### src/rtl/aux_uart_boot_loader.sv
// UART (8N1) boot loader: length-prefixed image -> 32-bit LE word writes, CPU held until done.
// mem_we one cycle after 4th byte strobe; no backpressure on rx, target memory must accept every write.
module aux_uart_boot_loader #(
  parameter int CLK_FREQUENCY = 50000000,
  parameter int BAUD          = 115200,
  parameter int ADDR_W        = 14
) (
  input  logic              clk,
  input  logic              reset,
  input  logic              rx,
  output logic              mem_we,
  output logic [ADDR_W-1:0] mem_addr,
  output logic [31:0]       mem_wdata,
  output logic              cpu_hold,
  output logic              boot_done,
  output logic              frame_error
);
  localparam int DIV   = (CLK_FREQUENCY + BAUD / 2) / BAUD;
  localparam int HALF  = DIV / 2;
  localparam int CNT_W = $clog2(DIV + 1);

  typedef enum logic [2:0] {RX_IDLE, RX_START, RX_DATA, RX_STOP, RX_WAIT_HIGH} rx_state_t;
  typedef enum logic [1:0] {L_LEN0, L_LEN1, L_DATA, L_DONE} ld_state_t;

  rx_state_t        rx_state, rx_next;
  ld_state_t        ld_state, ld_next;
  logic             rx_s1, rx_s2, rx_prev;
  logic [CNT_W-1:0] baud_cnt;
  logic [2:0]       bit_idx;
  logic [7:0]       rx_byte;
  logic             byte_vld;
  logic             fall, half_tick, bit_tick;
  logic [15:0]      length, word_idx;
  logic [1:0]       lane;
  logic [23:0]      part;

  assign fall      = rx_prev & ~rx_s2;
  assign half_tick = (baud_cnt == CNT_W'(HALF - 1));
  assign bit_tick  = (baud_cnt == CNT_W'(DIV - 1));

  // Synchronizer resets to the idle-high level so reset never looks like a start edge.
  always_ff @(posedge clk) begin
    if (reset) begin
      rx_s1   <= 1'b1;
      rx_s2   <= 1'b1;
      rx_prev <= 1'b1;
    end else begin
      rx_s1   <= rx;
      rx_s2   <= rx_s1;
      rx_prev <= rx_s2;
    end
  end

  always_ff @(posedge clk) begin
    if (reset) begin
      rx_state <= RX_IDLE;
      ld_state <= L_LEN0;
    end else begin
      rx_state <= rx_next;
      ld_state <= ld_next;
    end
  end

  always_comb begin
    rx_next = rx_state;
    case (rx_state)
      RX_IDLE:      if (fall) rx_next = RX_START;
      RX_START:     if (half_tick) rx_next = rx_s2 ? RX_IDLE : RX_DATA;
      RX_DATA:      if (bit_tick && bit_idx == 3'd7) rx_next = RX_STOP;
      RX_STOP:      if (bit_tick) rx_next = rx_s2 ? RX_IDLE : RX_WAIT_HIGH;
      RX_WAIT_HIGH: if (rx_s2) rx_next = RX_IDLE;
      default:      rx_next = RX_IDLE;
    endcase
  end

  always_ff @(posedge clk) begin
    if (reset) begin
      baud_cnt    <= '0;
      bit_idx     <= '0;
      rx_byte     <= '0;
      byte_vld    <= 1'b0;
      frame_error <= 1'b0;
    end else begin
      byte_vld <= 1'b0;
      // Counter restarts on every state change so each phase times from its own entry.
      if (rx_state != rx_next || rx_state == RX_IDLE || rx_state == RX_WAIT_HIGH || bit_tick)
        baud_cnt <= '0;
      else
        baud_cnt <= baud_cnt + CNT_W'(1);
      if (rx_state == RX_START)
        bit_idx <= '0;
      if (rx_state == RX_DATA && bit_tick) begin
        rx_byte <= {rx_s2, rx_byte[7:1]};
        bit_idx <= bit_idx + 3'd1;
      end
      if (rx_state == RX_STOP && bit_tick) begin
        if (rx_s2) byte_vld <= 1'b1;
        else       frame_error <= 1'b1;
      end
    end
  end

  always_comb begin
    ld_next = ld_state;
    case (ld_state)
      L_LEN0: if (byte_vld) ld_next = L_LEN1;
      L_LEN1: if (byte_vld) ld_next = ({rx_byte, length[7:0]} == 16'd0) ? L_DONE : L_DATA;
      // Completion is seen one cycle after the final write so boot_done trails mem_we.
      L_DATA: if (mem_we && word_idx == length) ld_next = L_DONE;
      L_DONE: ld_next = L_DONE;
      default: ld_next = L_LEN0;
    endcase
  end

  always_comb begin
    boot_done = (ld_state == L_DONE);
    cpu_hold  = ~boot_done;
  end

  always_ff @(posedge clk) begin
    if (reset) begin
      length    <= '0;
      word_idx  <= '0;
      lane      <= '0;
      part      <= '0;
      mem_we    <= 1'b0;
      mem_addr  <= '0;
      mem_wdata <= '0;
    end else begin
      mem_we <= 1'b0;
      if (byte_vld) begin
        case (ld_state)
          L_LEN0: length[7:0] <= rx_byte;
          L_LEN1: begin
            length[15:8] <= rx_byte;
            word_idx     <= '0;
            lane         <= '0;
          end
          L_DATA: begin
            if (lane == 2'd3) begin
              mem_we    <= 1'b1;
              mem_addr  <= ADDR_W'(word_idx);
              mem_wdata <= {rx_byte, part};
              word_idx  <= word_idx + 16'd1;
              lane      <= '0;
            end else begin
              part[{lane, 3'b000} +: 8] <= rx_byte;
              lane <= lane + 2'd1;
            end
          end
          default: ;
        endcase
      end
    end
  end
endmodule

### config.mk
export PLATFORM = sky130hd
export DESIGN_NAME = aux_uart_boot_loader
export DESIGN_NICKNAME = d
export VERILOG_FILES = /design/src/rtl/aux_uart_boot_loader.sv
export SDC_FILE = /design/constraint.sdc
export NUM_CORES = 1
export LEC_CHECK = 0
export ABC_AREA = 1
export BUFFER_PORTS_ARGS = -buffer_cell sky130_fd_sc_hd__buf_2
export CAP_MARGIN = 20
export CELL_PAD_IN_SITES_DETAIL_PLACEMENT = 0
export CELL_PAD_IN_SITES_GLOBAL_PLACEMENT = 1
export CORE_MARGIN = 2
export CORE_UTILIZATION = 47
export CTS_CLUSTER_SIZE = 16
export DETAILED_ROUTE_END_ITERATION = 6
export GPL_ROUTABILITY_DRIVEN = 1
export PLACE_DENSITY = 0.93
export SLEW_MARGIN = 20
export SYNTH_ARGS = -nofsm -noshare
export SYNTH_HDL_FRONTEND = slang
export SYNTH_SLANG_ARGS = --single-unit
### constraint.sdc
create_clock -name clk -period 4.5 [get_ports clk]
set_input_delay 0.225 -clock clk [delete_from_list [all_inputs] [get_ports clk]]
set_output_delay 0.225 -clock clk [all_outputs]
set_load 0.005 [all_outputs]
Word level (Yosys, flattened, before mapping)
Index checks and enable logic that the tools add are counted.

word-level totals
  input bits = 3
  latch bits = 0
  flip-flop bits (word level) = 135
  ROM bits = 0
  output and inout port bits = 50
  memories = 0
  RAM bits = 0
  word-level logic and storage cells = 94

operators by class
  eq/ne operators = 17
  div/mod/pow operators = 0
  $lt $le $gt $ge = 0
  reduce and logical (&&, ||, !) cells = 23
  bitwise gates (word level) = 7
  shifts and indexed selects = 2
  $mul = 0
  muxes and demuxes = 22
  add/subtract/negate cells = 5

operator list
  cell                                                  count
  case mux 16 bit (2 select lines)                      1
  bitwise mux 24 bit                                    1
  2-to-1 mux 3 bit                                      8
  variable shift 8 x 7 -> 24 bit, first input constant  1
  variable part select 8 x 7 -> 24 bit                  1
  adder 16 x 1 -> 16 bit, second input constant         1
  equality test 16 bit                                  1
  zero test 16 bit                                      1
  2-to-1 mux 16 bit                                     1
  case mux 3 bit (5 select lines)                       1
  AND reduction 3 bit                                   4
  2-to-1 mux 2 bit                                      5
  adder 9 x 1 -> 9 bit, second input constant           1
  equality test 9 x 8 -> 1 bit, second input constant   1
  equality test 9 bit, second input constant            1
  != test 2 bit, second input constant                  4
  case mux 2 bit (4 select lines)                       1
  AND reduction 2 bit                                   4
  negation 5 -> 7 bit                                   1
  equality test 2 bit, second input constant            3
  equality test 3 x 2 -> 1 bit, second input constant   2
  equality test 3 bit, second input constant            2
  NOT 1 bit                                             6
  logical AND 1 bit                                     4
  14 further kinds                                      20

Logic depth before layout (Yosys ltp)
  depth after elaboration = 9
  depth in mapped cells = 12
  depth with buffers taken out = 12

Least setup slack after synthesis
Ideal clock, no wire load.

  path type = flip-flop to flip-flop
  start point = reg lane[0]
  end point = reg part[23]
  required time = 4,430 ps
  data arrival time = 1,578 ps
  buffers on the path = 1
  cell stages (with the launch flop) = 7
  period minus slack after synthesis = 1,648 ps
  library setup time = 70 ps
  slack = 2,852 ps
  cells stage by stage = dfxtp_1 -> inv_1 -> ha_1 -> clkbuf_1 -> nand2_1 -> or3_1 -> a21oi_1

on the way
  cells in the longest elaborated chain, start to end = 3
  elaborated cells on any way between the ends = 7
  those cells by class = add/sub (1); eq/ne (1); shift (2); mux (1); bitwise (1); reduce/logical (1)

ends and longest elaborated chain
  item                                                                RTL line  RTL
  start: declaration                                                  34        logic [1:0] lane;
  start signal: assignment                                            148       lane <= lane + 2'd1;
  negation 5 -> 7 bit or equality test 2 bit (tied branches)          147, 140
  variable part select 8 x 7 -> 24 bit, or another cell as far along  147       part[{lane, 3'b000} +: 8] <= rx_byte;
  bitwise mux 24 bit or AND reduction 3 bit (tied branches)           --
  end signal: indexed assignment                                      147
  end: declaration                                                    35        logic [23:0] part;

Parallel ways exist; a longest one is shown, timed or not.
A chain may end at the register's enable or synchronous reset.

Worst setup path after layout
  start point = reg ld_state[0]
  end point = reg word_idx[7]

on the way
  cells in the longest elaborated chain, start to end = 3
  elaborated cells on any way between the ends = 6
  those cells by class = eq/ne (3); mux (1); reduce/logical (2)

ends and longest elaborated chain
  item                                                                  RTL line  RTL
  start: declaration                                                    26        ld_state_t ld_state, ld_next;
  start signal: assignment                                              60        ld_state <= ld_next;
  equality test 2 bit or equality test 2 x 1 -> 1 bit (tied branches)   132       case (ld_state)
  != test 2 bit (no source line) or nonzero test 2 bit (tied branches)  --
  AND reduction 3 bit (no source line)                                  --
  end signal: assignment                                                144       word_idx <= word_idx + 16'd1;
  end: declaration                                                      33        logic [15:0] length, word_idx;

Parallel ways exist; a longest one is shown, timed or not.

==> impl_metrics.sql <==
INSERT INTO impl_metrics (metric_group, metric, value, unit) VALUES
('outcome', 'outcome', 'completed', ''),
('route', 'route.antenna.remaining_nets', '0', ''),
('critical_path', 'criticalPathCategory', 'flop to flop', ''),
('critical_path', 'worst_path_dominant_cell_family', 'simple AND/OR/NAND/NOR gates', ''),
('critical_path', 'crit_chain', 'inv_1 > ha_1 > nand2_2 > nor2_4 > buf_4 > a21oi_4 > nor2_2 > nand2_1 > nor2_1 > a21oi_1 > o21a_1', ''),
('sta', 'worst_tran_pin_value', '0.719', 'ns'),
('critical_path', 'path_max_fanout', '36', ''),
('global_routing', 'grt_overflow_total', '0', ''),
('synth', 'netlist_area', '5560', 'µm²'),
('layout', 'layout.filler_cells', '1064', ''),
('clock_tree', 'cts_buffers', '17', ''),
('pwr', 'total_leakage_power', '2.75', 'nW'),
('clock_tree', 'clockBufferDepth', '2', ''),
('floorplan', 'std_cell_rows', '39', ''),
('clock_tree', 'setup_fix_buffers_added_after_clock_tree_synthesis', '0', ''),
('placed_design', 'portBuffers', '52', ''),
('synth', 'netlist.top_cell.by_area', 'sky130_fd_sc_hd__dfxtp_1', ''),
('sta', 'rsz0062_at_grt', 'false', ''),
('synth', 'synth.lib_cells_used.distinct', '35', ''),
('placed_design', 'dp.cells', '894', ''),
('hold_path', 'hold_depth', '2', ''),
('synth', 'synth.yosys.warnings', '0', ''),
('clock_tree', 'tritoncts_num_sinks', '135', ''),
('hold_path', 'hp-start', 'reset', ''),
('sta', 'final.period_utilization', '58.8', '%'),
('critical_path', 'cp.buffers_inverters', '2', ''),
('synth', 'synth_seq_cells', '135', ''),
('synth', 'synth_sequential_area_ratio', '48.6', '%'),
('sta', 'final_period_minus_worst_setup_slack', '2.64', 'ns'),
('critical_path', 'critical_path.reg2reg.endpoint', 'word_idx[7]', ''),
('layout', 'layout_cells_sized_above_1', '14.3', '%'),
('sta', 'fin_tns_setup', '0', 'ns'),
('layout', 'final-instance-count-excl-fill', '927', ''),
('global_routing', 'grt_start_max_net_pins', '77', ''),
('global_routing', 'grt_antenna_before_repair', '0', ''),
('clock_tree', 'clk-insertion-delay-late', '0.42', 'ns'),
('placed_design', 'dp_slack', '1.87', 'ns'),
('layout', 'nNetsFinal', '790', ''),
('hold_path', 'min_delay_worst_endpoint', 'part[15]', ''),
('clock_tree', 'ctsHtreeMaxLevel', '4', ''),
('synth', 'async_reset_ff_share', '0', '%'),
('synth', 'synth.top_cell.area_share', '48.6', '%'),
('route', 'vias', '4807', ''),
('clock_tree', 'tritoncts_clock_tree', 'yes', ''),
('pwr', 'worst_ir_drop_vdd', '412', 'µV'),
('clock_tree', 'clockRootBuffer', 'sky130_fd_sc_hd__clkbuf_16', ''),
('floorplan', 'initial_core_util', '48.4', '%'),
('sta', 'setup_slack', '1.86', 'ns'),
('floorplan', 'core_area', '11500', 'µm²'),
('floorplan', 'die_w', '113', 'µm'),
('clock_tree', 'post_cts_resized', '0', ''),
('critical_path', 'crit-reg2reg-launch', 'ld_state[0]', ''),
('hold_path', 'hold_path.class', 'input port to flop', ''),
('route', 'via_per_inst', '5.19', ''),
('sta', 'clock-skew-final', '0.00941', 'ns'),
('clock_tree', 'cts.clk_slew.worst_paths', '0.06', 'ns'),
('route', 'routed_wirelength_normalized_by_instance_count', '13.7', 'µm'),
('layout', 'flow.area_growth_from_synthesis', '16.8', '%'),
('sta', 'timing.final.setup_violations', '0', ''),
('critical_path', 'slowest_stage', 'sky130_fd_sc_hd__nor2_4', ''),
('sta', 'hold_viol_final', '0', ''),
('critical_path', 'worst_setup_path_end_kind', 'flop', ''),
('sta', 'hold_slack', '0.357', 'ns'),
('placed_design', 'placed_area', '5890', 'µm²'),
('synth', 'number_of_synthesized_flops_with_an_enable_pin', '0', ''),
('route', 'drc', '0', ''),
('sta', 'slew_headroom', '52.1', '%'),
('layout', 'insertedDiodeCount', '0', ''),
('sta', 'finalMaxSlewViolations', '0', ''),
('synth', 'gate_count_after_technology_mapping', '725', ''),
('global_routing', 'number_of_global_route_vias_before_repair', '4684', '');
[metrics by stage]
step / total power, mW / util [%]
after floorplan: 1.30 / -
after global placement: 1.31 / 51.4
after detailed placement: 1.31 / 51.4
after CTS: 2.68 / 56.6
after global routing: 2.74 / 56.6
final: 2.65 / 56.6
[worst register-to-register path, cell delays in order (launching register included)]
cell and delay (ns):
sky130_fd_sc_hd__dfxtp_1 0.32, sky130_fd_sc_hd__inv_1 0.12, sky130_fd_sc_hd__ha_1 0.26, sky130_fd_sc_hd__nand2_2 0.11, sky130_fd_sc_hd__nor2_4 0.56, sky130_fd_sc_hd__buf_4 0.44
sky130_fd_sc_hd__a21oi_4 0.11, sky130_fd_sc_hd__nor2_2 0.17, sky130_fd_sc_hd__nand2_1 0.11, sky130_fd_sc_hd__nor2_1 0.15, sky130_fd_sc_hd__a21oi_1 0.09, sky130_fd_sc_hd__o21a_1 0.11
[registers in the layout, summed over array words and instances, names as in the netlist]
register and flops:
bit_idx 3, mem_wdata 32, mem_we 1, baud_cnt 9, rx_s1 1, ld_state 2
lane 2, word_idx 16, rx_state 3, byte_vld 1, frame_error 1, mem_addr 14
length 16, rx_byte 8, rx_prev 1, part 24, rx_s2 1
[synthesized netlist by cell type (2+ instances only)]
cell type,instances
sky130_fd_sc_hd__dfxtp_1,135
sky130_fd_sc_hd__nor2_2,6
sky130_fd_sc_hd__xnor2_1,4
sky130_fd_sc_hd__nand2_2,5
sky130_fd_sc_hd__a31oi_1,2
sky130_fd_sc_hd__nand3_1,14
sky130_fd_sc_hd__or2_2,2
sky130_fd_sc_hd__inv_1,63
sky130_fd_sc_hd__or3_1,5
sky130_fd_sc_hd__nand4_1,9
sky130_fd_sc_hd__nor2_1,105
sky130_fd_sc_hd__o21ai_0,73
sky130_fd_sc_hd__nor3_1,36
sky130_fd_sc_hd__nor2_4,2
sky130_fd_sc_hd__clkbuf_1,19
sky130_fd_sc_hd__nor4_1,2
sky130_fd_sc_hd__xor2_1,5
sky130_fd_sc_hd__ha_1,16
sky130_fd_sc_hd__buf_2,9
sky130_fd_sc_hd__o21ai_1,3
sky130_fd_sc_hd__inv_2,7
sky130_fd_sc_hd__a21oi_2,2
sky130_fd_sc_hd__a21oi_1,87
sky130_fd_sc_hd__nand2_1,103
[layout make-up]
class	instances	area [µm²]	area share (%)
clock inverters	8	95.1	1.47
inverters	70	263	4.05
clock buffers	24	492	7.58
repair buffers	55	285	4.40
multi-input cells	492	2470	38.1
well taps	143	179	2.76
flip-flops and latches	135	2700	41.6
[cells in the final DEF (no fill, tap or decap), types with 2 or more instances in the layout]
cell | Yosys | final
sky130_fd_sc_hd__clkbuf_1 | 19 | 3
sky130_fd_sc_hd__ha_1 | 16 | 16
sky130_fd_sc_hd__xnor2_1 | 4 | 4
sky130_fd_sc_hd__nor4_1 | 2 | 2
sky130_fd_sc_hd__a31oi_1 | 2 | 2
sky130_fd_sc_hd__nand2_1 | 103 | 103
sky130_fd_sc_hd__inv_2 | 7 | 7
sky130_fd_sc_hd__clkinvlp_4 | 0 | 2
sky130_fd_sc_hd__nor2_2 | 6 | 6
sky130_fd_sc_hd__a21oi_2 | 2 | 2
sky130_fd_sc_hd__o21ai_1 | 3 | 3
sky130_fd_sc_hd__inv_1 | 63 | 63
sky130_fd_sc_hd__buf_4 | 0 | 2
sky130_fd_sc_hd__bufinv_16 | 0 | 2
sky130_fd_sc_hd__clkinv_2 | 0 | 4
sky130_fd_sc_hd__o21ai_0 | 73 | 73
sky130_fd_sc_hd__xor2_1 | 5 | 5
sky130_fd_sc_hd__dfxtp_1 | 135 | 135
sky130_fd_sc_hd__buf_2 | 9 | 52
sky130_fd_sc_hd__nand4_1 | 9 | 9
sky130_fd_sc_hd__nor2_1 | 105 | 105
sky130_fd_sc_hd__or2_2 | 2 | 2
sky130_fd_sc_hd__nand3_1 | 14 | 14
sky130_fd_sc_hd__nor2_4 | 2 | 2
sky130_fd_sc_hd__or3_1 | 5 | 5
sky130_fd_sc_hd__nand2_2 | 5 | 5
sky130_fd_sc_hd__a21oi_1 | 87 | 87
sky130_fd_sc_hd__nor3_1 | 36 | 36
sky130_fd_sc_hd__clkbuf_8 | 0 | 4
sky130_fd_sc_hd__clkbuf_16 | 0 | 17
[logic make-up (layout without fill, tap and decap cells)]
kind of cell             count (synthesis)  after routing  share of synthesized area [%]
flip-flops                             135            135                           48.6
buffers and inverters                   98            157                           6.82
AND/OR/NAND/NOR                        292            292                           22.9
AO/OA/AOI/OAI                          175            175                           16.6
XOR/XNOR                                 9              9                           1.42
adder cells (fa/ha/maj)                 16             16                           3.60
[where the power goes]
group          total, mW  internal, mW  switching (mW)
clock               1.36         0.870           0.490
sequential          1.21          1.20         0.00477
combinational     0.0793        0.0258          0.0534
[routing by layer]
metal | GRT usage [%] | share of wire [%] | vias to the layer above
met3 | 6.05 | 4.2 | 20
met5 | 0 | 0 | -
met2 | 33.7 | 48 | 91
met1 | 26.0 | 46 | 2216
met4 | 9.43 | 1.8 | 0
li1 | - | - | 2480
[worst max-delay path by stage]
stage	to	slack, ns	cells past startpoint
after detailed placement	word_idx[7]	1.87	11
after floorplan	part[23]	2.85	6
after global routing	word_idx[7]	1.62	11
after CTS	word_idx[7]	1.86	11
final	word_idx[7]	1.86	11
after global placement	word_idx[7]	2.03	11
Power figures use the tool's default switching activity.
